==> config.mk <==
export PLATFORM = sky130hd
export DESIGN_NAME = wall_probe
export DESIGN_NICKNAME = d
export VERILOG_FILES = /design/src/rtl/wall_probe.sv
export SDC_FILE = /design/constraint.sdc
export NUM_CORES = 1
export LEC_CHECK = 0
export BUFFER_PORTS_ARGS = -buffer_cell sky130_fd_sc_hd__buf_2
export CAP_MARGIN = 20
export CORE_MARGIN = 10
export CORE_UTILIZATION = 60
export CTS_BUF_LIST = sky130_fd_sc_hd__clkbuf_8
export DETAILED_ROUTE_END_ITERATION = 6
export HOLD_SLACK_MARGIN = 0.06
export PLACE_DENSITY = 0.78
export SYNTH_ARGS = -nofsm -noshare
export SYNTH_HDL_FRONTEND = slang
export SYNTH_SLANG_ARGS = --single-unit
==> constraint.sdc <==
create_clock -name Clk -period 4.8 [get_ports Clk]
set_clock_uncertainty 0.1 [all_clocks]
set_input_delay 0.24 -clock Clk [delete_from_list [all_inputs] [get_ports Clk]]
set_output_delay 0.24 -clock Clk [all_outputs]
set_load 0.01 [all_outputs]
==> src/rtl/wall_probe.sv <==
// Sweeps probe points one pixel outside a character box through the map lookup; one probe per clock.
// Fixed latency: done pulses 2*NX+2*NY cycles after an accepted start; start is ignored unless idle.
module wall_probe #(
   parameter int CHAR_W     = 25,
   parameter int CHAR_H     = 33,
   parameter int PROBE_STEP = 4,
   parameter int SCREEN_W   = 640,
   parameter int SCREEN_H   = 480
) (
   input  logic       Clk,
   input  logic       Reset,
   input  logic       start,
   input  logic [9:0] Pos_X,
   input  logic [9:0] Pos_Y,
   output logic [9:0] Probe_X,
   output logic [9:0] Probe_Y,
   output logic       Probe_Valid,
   input  logic       Probe_is_Wall,
   output logic       busy,
   output logic       done,
   output logic       blocked_down,
   output logic       blocked_up,
   output logic       blocked_left,
   output logic       blocked_right
);

   localparam int NX = (CHAR_W - 1) / PROBE_STEP + 1;
   localparam int NY = (CHAR_H - 1) / PROBE_STEP + 1;

   generate
      if (((CHAR_W - 1) % PROBE_STEP) != 0 || ((CHAR_H - 1) % PROBE_STEP) != 0) begin : g_bad_step
         $error("wall_probe: CHAR_W-1 and CHAR_H-1 must be multiples of PROBE_STEP");
      end
   endgenerate

   typedef enum logic [2:0] {
      IDLE,
      SWEEP_DOWN,
      SWEEP_UP,
      SWEEP_LEFT,
      SWEEP_RIGHT,
      FINISH
   } state_t;

   typedef struct packed {
      logic signed [10:0] x;
      logic signed [10:0] y;
   } pt_t;

   state_t             state_q, state_d;
   logic [7:0]         k_q, k_d;
   logic signed [10:0] pos_x_q, pos_x_d;
   logic signed [10:0] pos_y_q, pos_y_d;
   logic [9:0]         probe_x_q, probe_x_d;
   logic [9:0]         probe_y_q, probe_y_d;
   logic               oor_q, oor_d;
   logic               valid_q, valid_d;
   logic               busy_q, busy_d;
   logic               done_q, done_d;
   logic [3:0]         acc_q, acc_d;
   logic [3:0]         blocked_q, blocked_d;

   logic               hit;
   logic               last;
   logic               load;
   logic [1:0]         dir;
   pt_t                pt;

   // Raw (unclamped) coordinate of probe k on the edge selected by s.
   function automatic pt_t probe_pt(input state_t s, input logic [7:0] k,
                                    input logic signed [10:0] bx, input logic signed [10:0] by);
      pt_t                p;
      logic signed [10:0] off;
      off = $signed(11'(k) * 11'(PROBE_STEP));
      p.x = bx;
      p.y = by;
      case (s)
         SWEEP_DOWN: begin
            p.x = bx + off;
            p.y = by + $signed(11'(CHAR_H));
         end
         SWEEP_UP: begin
            p.x = bx + off;
            p.y = by - 11'sd1;
         end
         SWEEP_LEFT: begin
            p.x = bx - 11'sd1;
            p.y = by + off;
         end
         SWEEP_RIGHT: begin
            p.x = bx + $signed(11'(CHAR_W));
            p.y = by + off;
         end
         default: ;
      endcase
      return p;
   endfunction

   always_comb begin
      state_d   = state_q;
      k_d       = k_q;
      pos_x_d   = pos_x_q;
      pos_y_d   = pos_y_q;
      probe_x_d = probe_x_q;
      probe_y_d = probe_y_q;
      oor_d     = oor_q;
      valid_d   = valid_q;
      busy_d    = busy_q;
      done_d    = 1'b0;
      acc_d     = acc_q;
      blocked_d = blocked_q;
      hit       = Probe_is_Wall | oor_q;
      last      = 1'b0;
      load      = 1'b0;
      dir       = 2'd0;

      case (state_q)
         IDLE: begin
            if (start) begin
               pos_x_d = $signed({1'b0, Pos_X});
               pos_y_d = $signed({1'b0, Pos_Y});
               state_d = SWEEP_DOWN;
               k_d     = 8'd0;
               valid_d = 1'b1;
               busy_d  = 1'b1;
               acc_d   = 4'd0;
               load    = 1'b1;
            end
         end
         SWEEP_DOWN, SWEEP_UP, SWEEP_LEFT, SWEEP_RIGHT: begin
            case (state_q)
               SWEEP_DOWN: begin dir = 2'd0; last = (k_q == 8'(NX - 1)); end
               SWEEP_UP:   begin dir = 2'd1; last = (k_q == 8'(NX - 1)); end
               SWEEP_LEFT: begin dir = 2'd2; last = (k_q == 8'(NY - 1)); end
               default:    begin dir = 2'd3; last = (k_q == 8'(NY - 1)); end
            endcase
            acc_d[dir] = acc_q[dir] | hit;
            if (!last) begin
               k_d  = k_q + 8'd1;
               load = 1'b1;
            end else begin
               k_d = 8'd0;
               case (state_q)
                  SWEEP_DOWN: begin state_d = SWEEP_UP;    load = 1'b1; end
                  SWEEP_UP:   begin state_d = SWEEP_LEFT;  load = 1'b1; end
                  SWEEP_LEFT: begin state_d = SWEEP_RIGHT; load = 1'b1; end
                  default: begin
                     state_d   = FINISH;
                     valid_d   = 1'b0;
                     busy_d    = 1'b0;
                     done_d    = 1'b1;
                     blocked_d = acc_d;
                  end
               endcase
            end
         end
         FINISH: begin
            state_d = IDLE;
            acc_d   = 4'd0;
         end
         default: state_d = IDLE;
      endcase

      // Off-screen points still take their cycle: drive a clamped address and force a hit.
      pt = probe_pt(state_d, k_d, pos_x_d, pos_y_d);
      if (load) begin
         oor_d = (pt.x < 0) || (pt.x >= $signed(11'(SCREEN_W))) ||
                 (pt.y < 0) || (pt.y >= $signed(11'(SCREEN_H)));
         if (pt.x < 0)
            probe_x_d = 10'd0;
         else if (pt.x >= $signed(11'(SCREEN_W)))
            probe_x_d = 10'(SCREEN_W - 1);
         else
            probe_x_d = pt.x[9:0];
         if (pt.y < 0)
            probe_y_d = 10'd0;
         else if (pt.y >= $signed(11'(SCREEN_H)))
            probe_y_d = 10'(SCREEN_H - 1);
         else
            probe_y_d = pt.y[9:0];
      end
   end

   always_ff @(posedge Clk) begin
      if (Reset) begin
         state_q   <= IDLE;
         k_q       <= 8'd0;
         pos_x_q   <= 11'sd0;
         pos_y_q   <= 11'sd0;
         probe_x_q <= 10'd0;
         probe_y_q <= 10'd0;
         oor_q     <= 1'b0;
         valid_q   <= 1'b0;
         busy_q    <= 1'b0;
         done_q    <= 1'b0;
         acc_q     <= 4'd0;
         blocked_q <= 4'd0;
      end else begin
         state_q   <= state_d;
         k_q       <= k_d;
         pos_x_q   <= pos_x_d;
         pos_y_q   <= pos_y_d;
         probe_x_q <= probe_x_d;
         probe_y_q <= probe_y_d;
         oor_q     <= oor_d;
         valid_q   <= valid_d;
         busy_q    <= busy_d;
         done_q    <= done_d;
         acc_q     <= acc_d;
         blocked_q <= blocked_d;
      end
   end

   assign Probe_X       = probe_x_q;
   assign Probe_Y       = probe_y_q;
   assign Probe_Valid   = valid_q;
   assign busy          = busy_q;
   assign done          = done_q;
   assign blocked_down  = blocked_q[0];
   assign blocked_up    = blocked_q[1];
   assign blocked_left  = blocked_q[2];
   assign blocked_right = blocked_q[3];

endmodule
==> results.md <==
- Outcome: complete, no violations
- Routed wire length: 13,700 um
- Slew Limit Fails: 0
- Reg clk slew, reported paths: 0.08 ns
- Fin crit period: 4.54 ns
- Leak: 2.39 nW
- Post-layout util: 0.691
- Non-Filler Instances: between 700 and 800
- Post-synthesis cell count: just under 600
- DRT iter0 DRCs: 363
- Achievable Freq: 220 MHz
- Rel. slew slack: 0.382
- Main synth FF type: dfxtp_1
- CTS sink count: 64
- CTS tree: built
- Final period util: 0.946
- Final #Nets: roughly 700
- Area of the multi-input gates: 3290 sq um
- Slowest-stage cell, CP: a2111o_1
- Setup WS post-layout: 0.260 ns
- Die area: between 10,000 and 15,000 sq um
- Fin. Hold Viols: 0
- FF/Latch Area: 1280 sq um
- Hold WS: 0.0708 ns
- Largest area contributor in the netlist: dfxtp_1
- DP Area: 5170 sq um
- Ports: 51
- Residual DRC: 0
- Setup TNS: 0 ns
- First-pass GRT wire length: approximately 22,000 um
- DR vias/cell: 6.25
- Net count after synthesis: 647
- Multiplexer share of the synthesized area: 0.0682
- Min-Delay Path Class: primary input to register
- Compound-Gate Fraction of Synth Area: 0.270
- PortBufs: 50
- FF-to-FF path depth: 16
- Later-pin clock latency in the skew report: around 0.34 ns
- Syn Std Cell Area: 4820 sq um
- Worst-Margin Slew: just over 0.9 ns
- Area growth from synthesis to layout: 11.2%
- Synth top area cells: dfxtp_1 (27%), ha_1 (8.3%), mux2i_1 (5.2%), nor2_1 (4.7%), a21oi_1 (4.2%)
- VDD IR max: between 0.15 and 0.2 mV
- FF-to-FF End: Probe_X[7]$_SDFFE_PP0P_
- CTS resizes: 0
- Total power: between 1 and 1.5 mW
- Die extent in x: 110 um
- Worst Path Required: approximately 5.0 ns
- Synth Area in Adders: 0.0996
- H-Tree Depth: 3
- DP Cell Count: 729
- Global placement routability congestion: 0.942
- R2R Setup Slk: 0.26 ns
- Share of cells above drive strength 1: 0.185
- Vias after detailed routing: approximately 4,700
- Starting Density: 0.621
- Max Root-Sink Buffers: 2
- Max-cap violations: 0
- GRT Residual Overflow: 0
- Post-synthesis async set-or-reset flop share: 0
- Pre-CTS WS: about 0.17 ns
- Yosys reg bits: 64
- Die H: ~110 um
- Slowest stage delay, CP: 0.58 ns
- RSZ-0062 raised after global routing: false
- Gr usage total: 0.230
- Row Count: 32
- R2r startpoint: k_q[2]$_SDFF_PP0_
- Number of synthesized flops with an enable pin: 0
- Simple-gate share of the synthesized area: 0.200
- DP Wirelength: 10,400 um
- Clk root buf: clkbuf_8
- Max FO, Critical Path: 9
- Antenna cells: 0
- Largest net degree at the start of global routing: 31
- Post-route cell area: 5360 sq um
- Routed length per instance: 18.3 um
- Ys Warns: 0
- Final setup vio count: 0
- Xor and xnor area share after synthesis: 0.0400
- PwrDens: 267 nW/um^2
- Vias in the first global route: 4,379
- Cts hold-fix bufs: 0
- Crit Path Category: register to register
- Post-Syn Area per Cell: 8.21 sq um
- Core Area: 7770 sq um
- Layout filler cell count: between 600 and 700
- Min-delay src: Pos_Y[9]
- Synth unique cells: 89
- Inserted Clock Buffers: 9
- Hold path cells: 3
- Number of buffers added for setup after CTS: 0
- Crit-path cells: and2_2 > nor3b_2 > o21a_2 > a21o_2 > o21ai_0 > ha_1 > inv_1 > fa_1 > nor2b_1 > o31a_1 > o21a_1 > o211ai_1 > and2_0 > xnor2_1 > a2111o_1 > o31ai_1
- Worst EP arrival: 4.69 ns
- Post-synthesis sequential area ratio: 0.266
- Initial antenna violation count: 0
- Post-DRT Antenna Nets: 0
- Largest family of logic cells by synthesized area: compound AO/OA/AOI/OAI gates
- TritonRoute pass-1 iters: 5
- Post-synth top area share: 0.266
- Hold EP: pos_y_q[9]$_SDFF_PP0_
- Setup crit end kind: register
- Startpoint types: register
[state kept, by name, indices dropped and copies added, names as in the netlist]
register and flops:
pos_y_q 11, busy 1, oor_q 1, Probe_Y 10
pos_x_q 11, state_q 3, blocked_q 4, Probe_X 10
acc_q 4, done 1, k_q 8
[cell families (layout without fill, tap and decap cells)]
kind of cell	count (synthesis)	after routing
AO/OA/AOI/OAI	190	190
buffers and inverters	57	113
XOR/XNOR	22	22
multiplexers	32	32
adder cells (fa/ha/maj)	36	36
flip-flops	64	64
AND/OR/NAND/NOR	186	186
[placed cells by master (no fill, tap or decap), drive strengths merged, types with 12 or more instances in the layout]
master / instances
buf: 66
dfxtp: 64
nor2: 61
o21ai: 48
nand2: 45
a21oi: 42
ha: 32
inv: 32
mux2i: 25
a211oi: 16
a31oi: 14
xnor2: 13
nor2b: 13
nor3: 12
[power breakdown]
group / switching (mW) / internal, mW
sequential: 0.0190 / 0.566
combinational: 0.260 / 0.168
clock: 0.221 / 0.199
[worst max path at each step]
stage                     cells past startpoint  slack (ns)                      end             startpoint
after floorplan                              18        0.67       oor_q$_SDFFE_PP0P_      k_q[0]$_SDFF_PP0_
after global placement                       14        0.36  Probe_X[8]$_SDFFE_PP0P_  state_q[2]$_SDFF_PP0_
after detailed placement                     16        0.17  Probe_X[7]$_SDFFE_PP0P_      k_q[0]$_SDFF_PP0_
after CTS                                    16        0.13  Probe_X[7]$_SDFFE_PP0P_      k_q[4]$_SDFF_PP0_
after global routing                         16        0.02  Probe_X[7]$_SDFFE_PP0P_  state_q[1]$_SDFF_PP0_
final                                        16        0.26  Probe_X[7]$_SDFFE_PP0P_      k_q[2]$_SDFF_PP0_
[synthesized netlist by cell type (5+ instances only)]
master and n:
dfxtp_1 64, nor2_1 61, nand2_1 45, a21oi_1 40, ha_1 32, inv_1 29
o21ai_0 29, mux2i_1 25, o21ai_1 18, a211oi_1 15, nor2b_1 13, xnor2_1 13
a31oi_1 12, clkbuf_1 12, nand2b_1 10, nor3_1 10, xor2_1 9, nand3_1 8
o21a_1 7, a21o_1 6, mux2_2 6, a221oi_1 5, buf_2 5, buf_6 5
o221ai_1 5, o31ai_1 5
[final cells by class]
cell class,count,share of cell area
clock inverters,6,0.00700
well taps,102,0.0238
multi-input cells,466,0.614
flip-flops and latches,64,0.239
repair buffers,66,0.0690
inverters,31,0.0217
clock buffers,10,0.0257
[per-layer routing]
metal,global-route usage,part of all wire
met4,0.0651,0.017
met3,0.0544,0.083
met5,0,0
met2,0.371,0.46
met1,0.300,0.44
[worst max-delay path: cells and delay by family (launching register included)]
| family | cells | cell delay (ns) |
|---|---|---|
| AO/OA/AOI/OAI | 8 | 2.29 |
| AND/OR/NAND/NOR | 4 | 0.80 |
| adder cells (fa/ha/maj) | 2 | 0.69 |
| flip-flops | 1 | 0.35 |
| XOR/XNOR | 1 | 0.15 |
| buffers and inverters | 1 | 0.07 |
(Power assumes the default switching activity.)
